File: src/rtl/aes_mon_pkg.sv
// Shared types for the AES ciphertext consistency monitor: FSM states,
// sticky status flags and datapath widths.
package aes_mon_pkg;

    localparam int unsigned DataWidth   = 128;
    localparam int unsigned KeyTagWidth = 32;

    typedef enum logic [1:0] {
        ST_IDLE  = 2'd0,
        ST_BUSY  = 2'd1,
        ST_CHECK = 2'd2,
        ST_ALARM = 2'd3
    } mon_state_e;

    typedef struct packed {
        logic alarm;
        logic timeout;
        logic proto_err;
        logic ref_valid;
    } mon_status_t;

endpackage

File: src/rtl/aes_mon_wdog.sv
// Watchdog for the monitor: counts enabled cycles from a synchronous clear and
// flags expiry once the count reaches TimeoutCycles-1 (it then holds there).
module aes_mon_wdog #(
    parameter int unsigned TimeoutCycles = 256
) (
    input  logic clk_i,
    input  logic rst_i,
    input  logic clr_i,
    input  logic en_i,
    output logic expired_o
);

    localparam int unsigned CntW = (TimeoutCycles > 1) ? $clog2(TimeoutCycles) : 1;
    localparam logic [CntW-1:0] LastCount = CntW'(TimeoutCycles - 1);

    logic [CntW-1:0] r_count;

    // NOTE: sequential state is written only with <= so every register samples
    // pre-edge values, independent of the order blocks are evaluated in.
    always_ff @(posedge clk_i) begin
        if (rst_i || clr_i) begin
            r_count <= '0;
        end else if (en_i && (r_count != LastCount)) begin
            r_count <= r_count + CntW'(1);
        end
    end

    assign expired_o = (r_count == LastCount);

endmodule

File: src/rtl/aes_ct_consistency_mon.sv
// Repeat-encryption consistency monitor for aes_core: identical (plaintext, key)
// fingerprints must always produce the identical ciphertext.
module aes_ct_consistency_mon
    import aes_mon_pkg::*;
#(
    parameter int unsigned TimeoutCycles = 256,
    parameter int unsigned IterWidth     = 16
) (
    input  logic                   clk_i,
    input  logic                   rst_i,
    input  logic                   start_i,
    input  logic [DataWidth-1:0]   data_in_i,
    input  logic [KeyTagWidth-1:0] key_tag_i,
    input  logic                   output_valid_i,
    input  logic [DataWidth-1:0]   data_out_i,
    input  logic                   clear_i,
    output logic                   alarm_o,
    output logic                   timeout_o,
    output logic                   proto_err_o,
    output logic                   ref_valid_o,
    output logic [IterWidth-1:0]   iter_o,
    output logic [DataWidth-1:0]   obs_ct_o
);

    mon_state_e  r_state;
    mon_state_e  w_state_nxt;
    mon_status_t r_status;

    logic [DataWidth-1:0]   r_pend_pt;
    logic [KeyTagWidth-1:0] r_pend_key;
    logic [DataWidth-1:0]   r_ct;
    logic [DataWidth-1:0]   r_ref_pt;
    logic [KeyTagWidth-1:0] r_ref_key;
    logic [DataWidth-1:0]   r_ref_ct;
    logic [DataWidth-1:0]   r_obs_ct;
    logic [IterWidth-1:0]   r_iter;

    logic w_wdog_expired;
    logic w_fp_match;
    logic w_ref_hit;
    logic w_ct_match;

    logic w_accept_start;
    logic w_capture_ct;
    logic w_timeout_hit;
    logic w_proto_hit;
    logic w_ref_load;
    logic w_ct_ok;
    logic w_ct_bad;

    aes_mon_wdog #(
        .TimeoutCycles(TimeoutCycles)
    ) u_wdog (
        .clk_i    (clk_i),
        .rst_i    (rst_i),
        .clr_i    (w_accept_start || clear_i),
        .en_i     (r_state == ST_BUSY),
        .expired_o(w_wdog_expired)
    );

    assign w_fp_match = (r_pend_pt == r_ref_pt) && (r_pend_key == r_ref_key);
    assign w_ref_hit  = r_status.ref_valid && w_fp_match;
    assign w_ct_match = (r_ct == r_ref_ct);

    always_ff @(posedge clk_i) begin
        if (rst_i) begin
            r_state <= ST_IDLE;
        end else begin
            r_state <= w_state_nxt;
        end
    end

    // NOTE: every combinational output gets a default before the case, so no
    // path leaves a signal unassigned and no latch is inferred.
    always_comb begin
        w_state_nxt = r_state;
        if (clear_i) begin
            w_state_nxt = ST_IDLE;
        end else begin
            unique case (r_state)
                ST_IDLE: begin
                    if (start_i) w_state_nxt = ST_BUSY;
                end
                ST_BUSY: begin
                    if (output_valid_i)      w_state_nxt = ST_CHECK;
                    else if (w_wdog_expired) w_state_nxt = ST_ALARM;
                end
                ST_CHECK: begin
                    w_state_nxt = (w_ref_hit && !w_ct_match) ? ST_ALARM : ST_IDLE;
                end
                ST_ALARM: begin
                    w_state_nxt = ST_ALARM;
                end
                default: w_state_nxt = ST_IDLE;
            endcase
        end
    end

    // Datapath strobes; clear_i is folded into the register block so it wins.
    always_comb begin
        w_accept_start = 1'b0;
        w_capture_ct   = 1'b0;
        w_timeout_hit  = 1'b0;
        w_proto_hit    = 1'b0;
        w_ref_load     = 1'b0;
        w_ct_ok        = 1'b0;
        w_ct_bad       = 1'b0;
        unique case (r_state)
            ST_IDLE: begin
                w_accept_start = start_i && !clear_i;
            end
            ST_BUSY: begin
                w_capture_ct  = output_valid_i;
                w_timeout_hit = !output_valid_i && w_wdog_expired;
                w_proto_hit   = start_i;
            end
            ST_CHECK: begin
                w_proto_hit = start_i;
                w_ref_load  = !w_ref_hit;
                w_ct_ok     = w_ref_hit && w_ct_match;
                w_ct_bad    = w_ref_hit && !w_ct_match;
            end
            default: begin
            end
        endcase
    end

    // NOTE: the reference and fingerprint registers are reset explicitly; a
    // stale reference after reset would turn the first compare into a false alarm.
    always_ff @(posedge clk_i) begin
        if (rst_i || clear_i) begin
            r_status   <= '0;
            r_pend_pt  <= '0;
            r_pend_key <= '0;
            r_ct       <= '0;
            r_ref_pt   <= '0;
            r_ref_key  <= '0;
            r_ref_ct   <= '0;
            r_obs_ct   <= '0;
            r_iter     <= '0;
        end else begin
            if (w_accept_start) begin
                r_pend_pt  <= data_in_i;
                r_pend_key <= key_tag_i;
            end
            if (w_capture_ct) begin
                r_ct <= data_out_i;
            end
            if (w_timeout_hit) begin
                r_status.timeout <= 1'b1;
            end
            if (w_proto_hit) begin
                r_status.proto_err <= 1'b1;
            end
            if (w_ref_load) begin
                r_ref_pt           <= r_pend_pt;
                r_ref_key          <= r_pend_key;
                r_ref_ct           <= r_ct;
                r_status.ref_valid <= 1'b1;
                r_iter             <= IterWidth'(1);
            end
            if (w_ct_ok && !(&r_iter)) begin
                r_iter <= r_iter + IterWidth'(1);
            end
            if (w_ct_bad) begin
                r_status.alarm <= 1'b1;
                r_obs_ct       <= r_ct;
            end
        end
    end

    assign alarm_o     = r_status.alarm;
    assign timeout_o   = r_status.timeout;
    assign proto_err_o = r_status.proto_err;
    assign ref_valid_o = r_status.ref_valid;
    assign iter_o      = r_iter;
    assign obs_ct_o    = r_obs_ct;

endmodule

File: config.mk
export PLATFORM = sky130hd
export DESIGN_NAME = aes_ct_consistency_mon
export DESIGN_NICKNAME = d
export VERILOG_FILES = /design/src/rtl/aes_mon_pkg.sv /design/src/rtl/aes_mon_wdog.sv /design/src/rtl/aes_ct_consistency_mon.sv
export SDC_FILE = /design/constraint.sdc
export NUM_CORES = 2
export LEC_CHECK = 0
export CAP_MARGIN = 20
export CORE_UTILIZATION = 47
export CTS_CLUSTER_DIAMETER = 200
export DETAILED_ROUTE_END_ITERATION = 6
export PLACE_DENSITY = 0.69
export REMOVE_ABC_BUFFERS = 1
export SLEW_MARGIN = 0
export SYNTH_ARGS = -nofsm -noshare
export SYNTH_HDL_FRONTEND = slang
export SYNTH_SLANG_ARGS = --single-unit
File: constraint.sdc
create_clock -name clk_i -period 4.6 [get_ports clk_i]
set_input_delay 0.46 -clock clk_i [delete_from_list [all_inputs] [get_ports clk_i]]
set_output_delay 0.46 -clock clk_i [all_outputs]
set_load 0.01 [all_outputs]
# == Word-level counts from Yosys, hierarchy flattened ==
# Cells that the tools add are included.
# W data, S select, Z words.
# totals
ff_bits,734
latch_bits,0
ramBits,0
mem_bits_ro,0
input_bits,293
output_inout_bits,148
elab_cells,62
memories,0
# op_classes
n_addsub,2
mul,0
div_mod_pow,0
magnitude_cmp,0
eq_ne,10
n_shift,0
mux,14
n_bitwise,0
reduce_logical,22
# op_table
operator,count
$eq A128 B128 Y1,2
$eq A32 B32 Y1,1
$mux W16,2
$add A16 B1 Y16 const B,1
$reduce_and A16 Y1,1
$add A8 B1 Y8 const B,1
$eq A8 B8 Y1 const B,1
$logic_and A1 B1 Y1,8
$mux W2,4
$ne A8 B8 Y1 const B,1
$pmux W2 S4,1
$mux W1,7
$logic_not A1 Y1,5
$eq A2 B2 Y1 const B,2
$reduce_or A2 Y1,2
$logic_or A1 B1 Y1,3
$ne A3 B3 Y1 const B,1
$eq A2 B1 Y1 const B,1
$logic_not A2 Y1,1
$ne A2 B2 Y1 const B,1
$reduce_and A2 Y1,1
$reduce_bool A2 Y1,1

# == Logic depth before layout (Yosys ltp) ==
# depth
ltp_word,7
ltp_mapped,11
ltp_nobuf,9

# == Hierarchy ==
# Synthesis repeated with hierarchy kept, for this count alone.
# unflattened
hier_cells,3253
hier_area_um2,29612.2
# modules_own_cells
mod,instances,cells_each,area_each_um2,seq_area_each_um2
aes_ct_consistency_mon,1,3204,29186.7,14533.9
aes_mon_wdog,1,49,425.4,160.2

# == Worst setup path after synthesis ==
# No wires, ideal clock.
# synth_path
path_type,reg2reg
from,reg r_ref_pt[109]
to,reg r_obs_ct[100] (netlist: obs_ct_o[100])
setup_ps,128
arrival_ps,2384
setup_slack_ps,2088
path_stages_with_launch,12
path_buffers,3
path_cell_list,dfxtp_1 -> nor2b_1 -> a2111o_1 -> nor4_1 -> nand4_1 -> nor4_2 -> and4b_1 -> buf_2 -> buf_6 -> buf_6 -> mux2i_1 -> nor2_1
# synth_between
elab_chain_cells,5
# synth_rtl
element,line,source
start: declaration,aes_ct_consistency_mon.sv:32,logic [DataWidth-1:0] r_ref_pt;
start signal: assignment,aes_ct_consistency_mon.sv:156,r_ref_pt <= r_pend_pt;
$eq A128 B128 Y1,aes_ct_consistency_mon.sv:61,assign w_fp_match = (r_pend_pt == r_ref_pt) && (r_pend_key == r_ref_key);
$logic_and A1 B1 Y1,aes_ct_consistency_mon.sv:61,
$logic_and A1 B1 Y1,aes_ct_consistency_mon.sv:62,assign w_ref_hit = r_status.ref_valid && w_fp_match;
$logic_and A1 B1 Y1,aes_ct_consistency_mon.sv:121,w_ct_bad = w_ref_hit && !w_ct_match;
$mux W1,aes_ct_consistency_mon.sv:108,unique case (r_state)
end signal: assignment,aes_ct_consistency_mon.sv:167,r_obs_ct <= r_ct;
end: declaration,aes_ct_consistency_mon.sv:35,logic [DataWidth-1:0] r_obs_ct;
# No other way between the ends.
# A chain may end at the register's enable or synchronous reset.

# == Worst setup path after layout ==
# layout_path
from,reg r_pend_pt[70]
to,reg r_obs_ct[107] (netlist: obs_ct_o[107])
# layout_between
elab_chain_cells,5
# layout_rtl
element,line,source
start: declaration,aes_ct_consistency_mon.sv:29,logic [DataWidth-1:0] r_pend_pt;
start signal: assignment,aes_ct_consistency_mon.sv:143,r_pend_pt <= data_in_i;
$eq A128 B128 Y1,aes_ct_consistency_mon.sv:61,
$logic_and A1 B1 Y1,aes_ct_consistency_mon.sv:61,
$logic_and A1 B1 Y1,aes_ct_consistency_mon.sv:62,
$logic_and A1 B1 Y1,aes_ct_consistency_mon.sv:121,
$mux W1,aes_ct_consistency_mon.sv:108,
# No other way between the ends.

==> reports/results.ini <==
[run_status]
run_status=complete, no violations

[global_route]
grt_start_max_net_pins=150
grt_pass1_vias=22158
grt_pass1_wl_um=119000
overflow=0
antenna_found_initial=2
grt_usage_pct=23.2

[power]
power.share.clock_pct=46.5
power_uw=13700
internal-power_uw=10700
p_switching_uw=3060
seq_power_share_pct=47.2
vdd.ir_drop.worst_mv=0.307
p_leak_uw=0.0147
combinationalPowerShare_pct=6.3
switching_share_pct=22.3
cellPowerDensity_nw_per_um2=370

[final_layout]
multi_input_area_um2=13800
final-instance-count-excl-fill=4546
layout.cell_area.non_filler_um2=37200
seqCellArea_um2=14700
final_cell_mix=dfxtp_1, nand2_1, clkdlybuf4s50_1
final_layout_size_suffix_gt1_share_pct=4.31
fin_nets=3947
n_fill_cell=5460
layout_commonest_cell=dfxtp_1
syn2layout_area_growth_pct=25.3

[place]
numPortBuffers=440
post-place-ws_ns=0.838
placed_cells=4405
dpl.hpwl_um=51500
gp_congestion=0.928
place_area_um2=34500

[critical_path]
end_kind=flip-flop
critPathSlowestCell=and4b_4
crit_chain=a2111o_1 -> nor4_1 -> nand4_1 -> nor4_2 -> and4b_4 -> buf_12 -> mux2i_1 -> nor2_1
arrival_ns=4.27
r2r_cells=8
r2r-start=r_pend_pt[70]
path_class=reg2reg
slowest_delay_ns=0.75
required_ns=5.08
r2r-end=obs_ct_o[107]
r2r_slack_ns=0.81
start_kind=flip-flop
worstPathMaxFanout=42

[sta]
clock_skew_ns=0.0208
period_share_pct=82.4
slew_violations=0
max_freq_ghz=0.264
fin_ws_ns=0.809
worst_slew_pin_slew_ns=0.964
layout_min_cycle_time_ns=3.79
rsz0062_at_grt=false
setup_viol=0
slew_headroom_pct=35.2
fin_tns_setup_ns=0
hold_violations=0

[floorplan]
dieArea_um2=64100
rows=91
die_h_um=253
die_w_um=253
io_pins=441
start_util_pct=47.8
core_area_um2=62100

[routing]
wire_per_inst_um=16.7
drtIter0Drc=1412
vias=23154
postRouteWirelength_um=75700
dr.pass1.iters=5
via_per_inst=5.09
route.detailed.drc=0
antenna_left=0

[synth]
yosysWarnings=0
synth_seq_cells=734
syn-cell-area_um2=29700
seq_area_frac_synth_pct=49.5
syn_inst=3291
yosysUniqueCellTypes=44
syn_area_per_cell_um2=9.01

[clock_tree]
cts_tree=done
clock_sinks=734
cts_resized=0
cts_buffer_depth=3
clockRootBuffer=clkbuf_16
ctsHoldBuffers=0
cts_setup_buffers=0
insertion_delay_ns=0.61
cts_buffers=78
clk_pin_slew_ns=0.06
htree_levels=3

[run]
max_cap_viol_count=0

[hold_path]
min_to=r_ct[21]
holdCritStartpoint=data_out_i[21]
hold_class=in2reg
hold_path_depth=3

synth_stat cells:
cell type / n / share of area, %
a21bo_2: 1 / 0.034
buf_6: 36 / 1.4
nor3b_4: 1 / 0.063
or3_1: 7 / 0.15
nand2_1: 600 / 7.6
a221o_1: 1 / 0.034
xor2_1: 42 / 1.2
nand3_1: 11 / 0.19
nor4_2: 1 / 0.042
ha_1: 6 / 0.25
xnor2_1: 184 / 5.4
a2111oi_0: 1 / 0.030
buf_4: 5 / 0.13
or2_1: 1 / 0.021
o221ai_1: 2 / 0.059
mux2i_1: 416 / 14
nor2_1: 435 / 5.5
inv_1: 48 / 0.61
a2111o_1: 2 / 0.076
nor4b_1: 1 / 0.030
o21a_1: 2 / 0.051
a221oi_1: 5 / 0.15
a21o_1: 12 / 0.30
o2bb2ai_1: 3 / 0.089
o21ai_0: 8 / 0.14
and4b_1: 1 / 0.034
o211ai_1: 1 / 0.025
nor3_1: 10 / 0.17
and2_1: 6 / 0.13
nor2b_1: 9 / 0.19
a22o_1: 1 / 0.030
nand2b_1: 83 / 1.8
clkbuf_1: 143 / 1.8
and3_1: 3 / 0.063
a31oi_1: 1 / 0.021
a21oi_1: 308 / 5.2
or2_2: 6 / 0.13
buf_2: 7 / 0.12
a311oi_1: 1 / 0.030
nor4_1: 32 / 0.68
dfxtp_1: 734 / 50
nand4_1: 94 / 2.0
o22ai_1: 12 / 0.25
o2111ai_1: 8 / 0.24
cells by family (layout without fill, tap and decap cells):
logic type	after synthesis	after routing	share of synthesized area (%)
other cells	0	1	0
fa+ha+maj	6	6	0.253
buf+inv	239	656	4.03
flops	734	734	49.5
simple gates	1301	1301	18.7
xor+xnor	226	226	6.67
compound gates	369	369	6.75
mux	416	416	14.0
state kept, by name, indices dropped and copies added, names as in the netlist:
register        cells
r_state             2
iter_o             16
ref_valid_o         1
r_pend_pt         128
obs_ct_o          128
u_wdog.r_count      8
proto_err_o         1
r_pend_key         32
r_ref_key          32
alarm_o             1
timeout_o           1
r_ref_ct          128
r_ref_pt          128
r_ct              128
worst max-delay path, delay by kind of cell (launching register included):
| family | cells | cell delay (ns) |
|---|---|---|
| AND/OR/NAND/NOR | 5 | 2.17 |
| AO/OA/AOI/OAI | 1 | 0.43 |
| flip-flops | 1 | 0.40 |
| buffers and inverters | 1 | 0.36 |
| multiplexers | 1 | 0.25 |
stage by stage:
step / utilization, % / hold WS [ns]
floorplan: - / 0.449
global placement: 55.6 / 0.457
detailed placement: 55.7 / 0.464
CTS: 59.9 / 0.358
global route: 59.9 / 0.370
finish: 59.9 / 0.393
cell type report:
| class | instances | share of cell area [%] |
|---|---|---|
| Antenna cell | 1 | 0.00673 |
| Clock buffer | 117 | 6.20 |
| Clock inverter | 23 | 0.852 |
| Inverter | 48 | 0.485 |
| Multi-Input combinational cell | 2318 | 37.1 |
| Sequential cell | 734 | 39.5 |
| Tap cell | 837 | 2.82 |
| Timing Repair Buffer | 468 | 13.0 |
worst max-delay path by stage:
stage | from | endpoint | slack, ns | cells after the start
2_1_floorplan | r_ref_pt[109] | iter_o[10] | -3.26 | 8
3_3_place_gp | r_ct[100] | iter_o[5] | 0.81 | 8
3_5_place_dp | r_pend_pt[70] | obs_ct_o[61] | 0.84 | 8
4_1_cts | r_pend_pt[25] | obs_ct_o[104] | 0.78 | 9
5_1_grt | r_pend_pt[25] | obs_ct_o[59] | 0.61 | 9
6_report | r_pend_pt[70] | obs_ct_o[107] | 0.81 | 8
power groups by stage:
stage	clock network, uW	logic [uW]	registers [uW]
after floorplan	0	439	6610
final	6390	859	6480
after CTS	6530	868	6480
after detailed placement	0	865	6620
after global placement	0	862	6620
after global routing	6790	934	6490
routing by layer:
layer / vias to the layer above / track usage [%] / part of all wire, %
met5: - / 0 / 0.017
met4: 2 / 6.34 / 2.2
met3: 98 / 4.41 / 5.4
met2: 521 / 39.0 / 48
met1: 10885 / 30.3 / 45
li1: 11648 / - / -
(Power assumes the default switching activity.)
